<file path="src/rtl/cart_pkg.sv">
// Shared types and constants for the cartridge memory arbiter.
package cart_pkg;

  localparam int         ADDR_W   = 25;
  localparam logic [7:0] OPEN_BUS = 8'hFF;

  typedef enum logic [1:0] {
    OWN_LD,
    OWN_A,
    OWN_B
  } owner_t;

  typedef enum logic [1:0] {
    IDLE,
    ISSUE,
    WAIT
  } arb_state_t;

endpackage

</file>
<file path="src/rtl/cart_rr_pick.sv">
// Two-way round-robin between cartridge slot A and slot B.
// The pointer names the slot favoured on contention and flips to the
// other slot whenever a slot grant is taken (en high).
module cart_rr_pick (
  input  logic clk,
  input  logic reset_n,
  input  logic a_vld,
  input  logic b_vld,
  input  logic en,
  output logic gnt_a,
  output logic gnt_b
);

  logic ptr_b_q;
  logic ptr_b_d;

  // lone requester wins; contention resolved by the pointer
  always_comb begin
    gnt_a   = a_vld && (!b_vld || !ptr_b_q);
    gnt_b   = b_vld && (!a_vld || ptr_b_q);
    ptr_b_d = ptr_b_q;
    if (en && gnt_a) begin
      ptr_b_d = 1'b1;
    end else if (en && gnt_b) begin
      ptr_b_d = 1'b0;
    end
  end

  // pointer register, favours slot A out of reset
  always_ff @(posedge clk or negedge reset_n) begin
    if (!reset_n) begin
      ptr_b_q <= 1'b0;
    end else begin
      ptr_b_q <= ptr_b_d;
    end
  end

endmodule

</file>
<file path="src/rtl/cart_mem_arbiter.sv">
// Shares the cartridge backing memory between the ROM loader and the two
// cartridge slots. One access in flight at a time; slot reads beyond the
// loaded image size are answered locally with open-bus data.
//
//   state | meaning
//   IDLE  | pick next requester, answer out-of-range slot reads directly
//   ISSUE | first cycle of mem_req for the latched access
//   WAIT  | hold mem_req until mem_ack or watchdog expiry
module cart_mem_arbiter
  import cart_pkg::*;
#(
  parameter int TIMEOUT_W = 5
) (
  input  logic              clk,
  input  logic              reset_n,
  input  logic              ld_req,
  input  logic [ADDR_W-1:0] ld_addr,
  input  logic [7:0]        ld_data,
  output logic              ld_ack,
  input  logic              a_req,
  input  logic [ADDR_W-1:0] a_addr,
  input  logic [ADDR_W-1:0] a_size,
  output logic              a_ack,
  output logic [7:0]        a_data,
  input  logic              b_req,
  input  logic [ADDR_W-1:0] b_addr,
  input  logic [ADDR_W-1:0] b_size,
  output logic              b_ack,
  output logic [7:0]        b_data,
  output logic              mem_req,
  output logic              mem_we,
  output logic [ADDR_W-1:0] mem_addr,
  output logic [7:0]        mem_din,
  input  logic              mem_ack,
  input  logic [7:0]        mem_dout,
  output logic              timeout
);

  // last WAIT count before expiry: expiry lands on the (2**TIMEOUT_W-1)th WAIT cycle
  localparam logic [TIMEOUT_W-1:0] WDOG_LAST = TIMEOUT_W'((2 ** TIMEOUT_W) - 2);

  arb_state_t        state_q, state_d;
  owner_t            owner_q, owner_d;
  logic [ADDR_W-1:0] mem_addr_q, mem_addr_d;
  logic              mem_we_q, mem_we_d;
  logic [7:0]        mem_din_q, mem_din_d;
  logic              mem_req_q, mem_req_d;
  logic              ld_ack_q, ld_ack_d;
  logic              a_ack_q, a_ack_d;
  logic              b_ack_q, b_ack_d;
  logic [7:0]        a_data_q, a_data_d;
  logic [7:0]        b_data_q, b_data_d;
  logic              timeout_q, timeout_d;
  logic [TIMEOUT_W-1:0] wdog_q, wdog_d;

  logic       ld_vld, a_vld, b_vld;
  logic       gnt_a, gnt_b, pick_en;
  logic       done;
  logic [7:0] done_data;

  // a request is ignored in the cycle its own ack is driven
  assign ld_vld  = ld_req && !ld_ack_q;
  assign a_vld   = a_req && !a_ack_q;
  assign b_vld   = b_req && !b_ack_q;
  assign pick_en = (state_q == IDLE) && !ld_vld;

  cart_rr_pick u_rr_pick (
    .clk     (clk),
    .reset_n (reset_n),
    .a_vld   (a_vld),
    .b_vld   (b_vld),
    .en      (pick_en),
    .gnt_a   (gnt_a),
    .gnt_b   (gnt_b)
  );

  // next-state, grant, range check, watchdog and completion
  always_comb begin
    state_d    = state_q;
    owner_d    = owner_q;
    mem_addr_d = mem_addr_q;
    mem_we_d   = mem_we_q;
    mem_din_d  = mem_din_q;
    mem_req_d  = mem_req_q;
    ld_ack_d   = 1'b0;
    a_ack_d    = 1'b0;
    b_ack_d    = 1'b0;
    a_data_d   = a_data_q;
    b_data_d   = b_data_q;
    timeout_d  = timeout_q;
    wdog_d     = wdog_q;
    done       = 1'b0;
    done_data  = OPEN_BUS;

    case (state_q)
      IDLE: begin
        if (ld_vld) begin
          owner_d    = OWN_LD;
          mem_addr_d = ld_addr;
          mem_we_d   = 1'b1;
          mem_din_d  = ld_data;
          mem_req_d  = 1'b1;
          state_d    = ISSUE;
        end else if (gnt_a) begin
          if (a_addr >= a_size) begin
            a_ack_d  = 1'b1;
            a_data_d = OPEN_BUS;
          end else begin
            owner_d    = OWN_A;
            mem_addr_d = a_addr;
            mem_we_d   = 1'b0;
            mem_req_d  = 1'b1;
            state_d    = ISSUE;
          end
        end else if (gnt_b) begin
          if (b_addr >= b_size) begin
            b_ack_d  = 1'b1;
            b_data_d = OPEN_BUS;
          end else begin
            owner_d    = OWN_B;
            mem_addr_d = b_addr;
            mem_we_d   = 1'b0;
            mem_req_d  = 1'b1;
            state_d    = ISSUE;
          end
        end
      end
      ISSUE: begin
        wdog_d  = '0;
        state_d = WAIT;
      end
      WAIT: begin
        if (mem_ack) begin
          done      = 1'b1;
          done_data = mem_dout;
        end else if (wdog_q == WDOG_LAST) begin
          done      = 1'b1;
          timeout_d = 1'b1;
        end else begin
          wdog_d = wdog_q + 1'b1;
        end
      end
      default: state_d = IDLE;
    endcase

    if (done) begin
      mem_req_d = 1'b0;
      state_d   = IDLE;
      case (owner_q)
        OWN_LD: ld_ack_d = 1'b1;
        OWN_A: begin
          a_ack_d  = 1'b1;
          a_data_d = done_data;
        end
        OWN_B: begin
          b_ack_d  = 1'b1;
          b_data_d = done_data;
        end
        default: ;
      endcase
    end
  end

  // state and datapath registers
  always_ff @(posedge clk or negedge reset_n) begin
    if (!reset_n) begin
      state_q    <= IDLE;
      owner_q    <= OWN_LD;
      mem_addr_q <= '0;
      mem_we_q   <= 1'b0;
      mem_din_q  <= '0;
      mem_req_q  <= 1'b0;
      ld_ack_q   <= 1'b0;
      a_ack_q    <= 1'b0;
      b_ack_q    <= 1'b0;
      a_data_q   <= OPEN_BUS;
      b_data_q   <= OPEN_BUS;
      timeout_q  <= 1'b0;
      wdog_q     <= '0;
    end else begin
      state_q    <= state_d;
      owner_q    <= owner_d;
      mem_addr_q <= mem_addr_d;
      mem_we_q   <= mem_we_d;
      mem_din_q  <= mem_din_d;
      mem_req_q  <= mem_req_d;
      ld_ack_q   <= ld_ack_d;
      a_ack_q    <= a_ack_d;
      b_ack_q    <= b_ack_d;
      a_data_q   <= a_data_d;
      b_data_q   <= b_data_d;
      timeout_q  <= timeout_d;
      wdog_q     <= wdog_d;
    end
  end

  assign ld_ack   = ld_ack_q;
  assign a_ack    = a_ack_q;
  assign b_ack    = b_ack_q;
  assign a_data   = a_data_q;
  assign b_data   = b_data_q;
  assign mem_req  = mem_req_q;
  assign mem_we   = mem_we_q;
  assign mem_addr = mem_addr_q;
  assign mem_din  = mem_din_q;
  assign timeout  = timeout_q;

endmodule

</file>
<file path="config.mk">
export PLATFORM = sky130hd
export DESIGN_NAME = cart_mem_arbiter
export DESIGN_NICKNAME = d
export VERILOG_FILES = /design/src/rtl/cart_pkg.sv /design/src/rtl/cart_rr_pick.sv /design/src/rtl/cart_mem_arbiter.sv
export SDC_FILE = /design/constraint.sdc
export NUM_CORES = 1
export LEC_CHECK = 0
export ABC_CLOCK_PERIOD_IN_PS = 3000
export BUFFER_PORTS_ARGS = -buffer_cell sky130_fd_sc_hd__buf_2
export CAP_MARGIN = 20
export CELL_PAD_IN_SITES_DETAIL_PLACEMENT = 1
export CELL_PAD_IN_SITES_GLOBAL_PLACEMENT = 1
export CORE_ASPECT_RATIO = 2
export CORE_MARGIN = 3
export CORE_UTILIZATION = 30
export CTS_BUF_LIST = sky130_fd_sc_hd__clkbuf_8 sky130_fd_sc_hd__clkbuf_16
export CTS_CLUSTER_SIZE = 14
export DETAILED_ROUTE_END_ITERATION = 10
export PLACE_DENSITY = 0.69
export SLEW_MARGIN = 20
export SYNTH_ARGS = -nofsm -noshare
export SYNTH_HDL_FRONTEND = slang
export SYNTH_SLANG_ARGS = --single-unit
</file>
<file path="constraint.sdc">
create_clock -name clk -period 3 [get_ports clk]
set_clock_uncertainty 0.2 [all_clocks]
set_input_delay 0.3 -clock clk [delete_from_list [all_inputs] [get_ports clk]]
set_output_delay 0.3 -clock clk [all_outputs]
set_load 0.05 [all_outputs]
</file>
Word-level counts from Yosys, hierarchy flattened
Cells that the tools add are included.

Add/sub/neg operators: 1. $lt $le $gt $ge: 2. Eq/ne operators: 15. Muxes and demuxes: 66. Bitwise operators: 1. Reduce and logical (&&, ||, !) cells: 30.

Operators by type and width (count): $mux W25 (5); $mux W8 (15); $ge A25 B25 Y1 (2); $mux W1 (32); $mux W2 (10); $ne A5 B5 Y1 const B (3); $reduce_and A4 Y1 (3); $mux W5 (2); $pmux W5 S2 (1); $logic_and A1 B1 Y1 (8); $ne A4 B4 Y1 const B (2); $logic_not A1 Y1 (7); $ne A2 B2 Y1 const B (3); $ne A3 B3 Y1 const B (2); $pmux W2 S3 (1); $reduce_and A3 Y1 (2); $reduce_bool A2 Y1 (3); $add A5 B1 Y5 const B (1); $eq A5 B5 Y1 const B (1); $eq A2 B1 Y1 const B (2); $eq A2 B2 Y1 const B (2); $logic_not A2 Y1 (2); $reduce_bool A4 Y1 (1); $reduce_bool A3 Y1 (1); 3 further kinds (4).

Register bits: 65. Output and inout bits: 55. Logic and storage cells: 129.

Depth between registers and ports, before layout
Depth after elaboration: 11. Depth in mapped cells: 10.

Hierarchy
A second synthesis with hierarchy kept.

Cells, all modules: 449. Area, all modules: 4471.8 um2.

Modules (own cells, without submodules): cart_mem_arbiter (instances 1, cells each 443, area an instance 4416.7 um2, seq. area each 1621.6 um2); cart_rr_pick (instances 1, cells each 6, area an instance 55.1 um2, seq. area each 25.0 um2).

Least setup slack after synthesis
OpenSTA, ideal clock, no wires.

Kind: input -> register. Start: input a_size[24]. End: register mem_addr_q[0] (netlist: mem_addr[0]). Arrival: 2.359 ns. Slack: 0.316 ns. Stages on the path: 10. Buffers on the path: 1. Path through: inv_1 > ha_1 > nand3_2 > nor3_2 > nand2_1 > o41ai_2 > nor3_2 > o31ai_4 > buf_6 > mux2_4.

Cells in the longest elaborated chain, start to end: 3.

Ends and longest elaborated chain: from (decl) (line cart_mem_arbiter.sv:22) `input logic [ADDR_W-1:0] a_size,`; $ge A25 B25 Y1 (line cart_mem_arbiter.sv:105) `if (a_addr >= a_size) begin`; $ne A3 B3 Y1 (no line); $reduce_and A4 Y1 (no line); to (signal assigned) (line cart_mem_arbiter.sv:183) `mem_addr_q <= mem_addr_d;`; to (decl) (line cart_mem_arbiter.sv:44) `logic [ADDR_W-1:0] mem_addr_q, mem_addr_d;`.

No other way between the ends. A chain may end at the register's enable or synchronous reset.

Final worst setup path
Start: input a_addr[16]. End: register mem_addr_q[4] (netlist: mem_addr[4]).

Cells in the longest elaborated chain, start to end: 3.

Ends and longest elaborated chain: from (decl) (line cart_mem_arbiter.sv:21) `input logic [ADDR_W-1:0] a_addr,`; $ge A25 B25 Y1 (line cart_mem_arbiter.sv:105); $ne A3 B3 Y1 (no line); $reduce_and A4 Y1 (no line).

No other way between the ends.

==> results.cfg <==
[floorplanning]
pin_count = 202
dieWidth_um = 91.5
initial_core_util_pct = 31.1
die_h_um = 177
rows = 61
dieArea_mm2 = 0.0162
core_area_mm2 = 0.0141

[synthesis]
ys.flop_type = dfrtp_1
synth-edff-count = 0
synth_fp_nets = 646
syn_area_per_cell_um2 = 9.82
ys_seq_area_share_pct = 37.5
netlist_area_mm2 = 0.00439
synthArstFlopShare_pct = 100
ys_seq_elements = 65
synth_cell_types = 49
yosys_warnings = 0
syn_inst = 447

[sta]
fmax_mhz = 381
post-route-period-util_pct = 87.4
period_minus_slack_ns = 2.62
tightest_slew_ns = 0.751
relSlewSlack_pct = 49.5
holdWs_ns = 0.00951
setup_violations = 0
drv_slew = 0
rsz0062_at_grt = no
hold_viol_final = 0

[critical_path]
timing.rr.start = b_ack$_DFF_PN0_
path_max_fanout = 12
required_ns = 3.01
end_kind = flop
arrival_ns = 2.64
crit_chain = buf_2 > ha_1 > nand4_1 > nor3_1 > nand2_1 > o41ai_2 > nor3_2 > o31ai_4 > buf_4 > mux2_1
cpPeakStageDelay_ns = 0.36
crit_path_top_delay_cell = mux2_1
startpoint_type = input port
path_buf_inv = 2
crit_family = simple AND/OR/NAND/NOR gates
crit_start = a_addr[16]
worstSetupPathType = input port to flop

[clock_network]
cts_root_buf = clkbuf_16
insertion_delay_ns = 0.33
htree_levels = 3
hold_buffers = 6
cts.repair.resized = 0
max-clock-path-buffers = 2
post-cts-setup-buffers = 0
cts_sinks = 65
cts_buffers = 9
cts_tree = yes
path_clk_slew_ns = 0.07

[min_path]
min_from = ld_data[4]
worst_hold_path_type = input port to flop

[drt]
first_pass_iters = 4
viasPerCell = 4.86
routedWlPerCell_um = 18.6
vias = 4163
drtAntennaViolNets = 0
wl_um = 15900
drtIter0Drc = 74
route.detailed.drc = 0

[layout]
nNetsFinal = 859
fillCellCount = 1706
layoutNonFillerInstCount = 857
syn2layout_area_growth_pct = 37.7
drive_above_1_share_pct = 42.0

[pwr]
p_sw_mw = 2.72
powerDensity_mw_per_mm2 = 947
ir_worst_vdd_uv = 556
swShare_pct = 47.5
combinationalPowerShare_pct = 52.0
p_leak_nw = 3.24
internal_power_mw = 3.00
power.share.sequential_pct = 27.4
clkPwrFrac_pct = 20.6

[grt]
gr-total-overflow = 0
grt_max_degree = 66
grt_usage_pct = 19.8
antenna_found_initial = 3
grt_first_pass_wirelength_um = 24900
grt_pass1_vias = 4843

[place]
port-buffer-count = 201
place_congestion = 0.916
place_hpwl_um = 13100
dp_cells = 832

[job]
max-cap-violations = 0

[run_status]
status = finished, final reports clean
==> layout make-up <==
cell class              instances  area [µm²]  area share, %
diodes                          3        7.51          0.124
inverters                      56         210           3.48
repair buffers                216        1160           19.2
clock buffers                  11         264           4.37
flip-flops and latches         65        1650           27.2
well taps                     189         236           3.91
clock inverters                 5        67.6           1.12
multi-input cells             312        2450           40.6
==> path summary, 6_finish.rpt <==
| check | slack (ns) | cells after the start | to |
|---|---|---|---|
| worst max register to register | 0.53 | 7 | mem_addr[4]$_DFFE_PN0P_ |
| worst min-delay path | 0.01 | 2 | mem_din[4]$_DFFE_PN0P_ |
| max in group asynchronous | 1.93 | 3 | a_data[5]$_DFF_PN1_ |
| worst max-delay path | 0.38 | 10 | mem_addr[4]$_DFFE_PN0P_ |
| min in group asynchronous | 0.30 | 3 | mem_addr[20]$_DFFE_PN0P_ |
| worst min register to register | 0.27 | 1 | timeout$_DFFE_PN0P_ |
==> placed cells by master, fill, tap and decap left out, types with 4 or more instances in the layout <==
cell type        n
o32a_1          16
ha_1            52
mux2_2          16
nand3_1          5
nand2_1         53
buf_4            7
nor3_1           5
inv_1           56
dfrtp_1         49
mux2_4          10
buf_2          201
nor2_1          14
o21ai_0         45
a21o_1           4
mux2_1           7
dfstp_2         16
a21oi_1         22
clkbuf_16       10
dlygate4sd3_1    6
mux2i_1         24
==> metrics by stage <==
stage	TNS [ns]	area, µm²	util (%)	power (mW)	setup slack (ns)
CTS	0	6040	42.8	5.81	0.351
global route	0	6040	42.8	6.04	0.262
detailed placement	-0.0161	5650	40.0	4.59	-0.0144
global placement	0	5650	40.0	4.51	0.0908
finish	0	6040	42.8	5.72	0.377
floorplan	0	4390	-	3.75	0.316
==> layer usage <==
| metal | vias up | wire length (µm) | part of all wire, % | track usage (%) |
|---|---|---|---|---|
| met5 | - | 0 | 0 | 0 |
| met4 | 0 | 511 | 3.2 | 8.19 |
| met3 | 31 | 550 | 3.5 | 3.15 |
| met2 | 108 | 9380 | 59 | 40.2 |
| met1 | 2029 | 5460 | 34 | 19.1 |
| li1 | 1995 | - | - | - |
==> synthesized netlist by cell type, types with 2 or more instances <==
| cell type | n | area [µm²] |
|---|---|---|
| mux2i_1 | 24 | 240 |
| dfstp_2 | 16 | 420 |
| nand3_1 | 5 | 25.0 |
| o32a_1 | 16 | 160 |
| a211oi_1 | 2 | 15.0 |
| mux2_4 | 10 | 150 |
| a21o_1 | 5 | 37.5 |
| nand4_1 | 3 | 18.8 |
| nor3_2 | 2 | 20.0 |
| and4_1 | 2 | 17.5 |
| buf_6 | 3 | 33.8 |
| inv_1 | 56 | 210 |
| buf_1 | 2 | 7.51 |
| ha_1 | 52 | 651 |
| nand2_1 | 53 | 199 |
| nand2b_1 | 3 | 18.8 |
| mux2_1 | 7 | 78.8 |
| clkbuf_1 | 6 | 22.5 |
| nor2_1 | 14 | 52.6 |
| o21ai_0 | 45 | 225 |
| a21oi_1 | 22 | 110 |
| nor2b_1 | 3 | 18.8 |
| dfrtp_1 | 49 | 1230 |
| o22ai_1 | 2 | 12.5 |
| mux2_2 | 16 | 180 |
| xor2_1 | 2 | 17.5 |
| nor3_1 | 5 | 25.0 |
==> sequential cells by signal, indices dropped and copies added, names as in the netlist <==
| signal | count |
|---|---|
| mem_addr | 25 |
| u_rr_pick.ptr_b_q | 1 |
| a_data | 8 |
| wdog_q | 5 |
| mem_we | 1 |
| state_q | 2 |
| mem_din | 8 |
| timeout | 1 |
| mem_req | 1 |
| b_data | 8 |
| a_ack | 1 |
| ld_ack | 1 |
| owner_q | 2 |
| b_ack | 1 |
==> kinds of logic after synthesis <==
logic type                 Yosys count  share of synthesized area [%]
AOI/OAI and AO/OA                  103                           15.3
xor gates and xnor gates             2                          0.399
adders and majority gates           52                           14.8
buffers and inverters               70                           6.78
DFF                                 65                           37.5
muxes                               57                           14.8
and+or+nand+nor                     98                           10.4
==> power groups by stage <==
| stage | Sequential, mW | Clock [mW] | Combinational, mW |
|---|---|---|---|
| 6_report | 1.57 | 1.18 | 2.98 |
| 4_1_cts | 1.57 | 1.21 | 3.02 |
| 3_3_place_gp | 1.56 | 0 | 2.94 |
| 3_5_place_dp | 1.59 | 0 | 3.00 |
| 5_1_grt | 1.62 | 1.25 | 3.16 |
| 2_1_floorplan | 2.77 | 0 | 0.977 |
No activity file was read; power rests on OpenSTA's default activity.
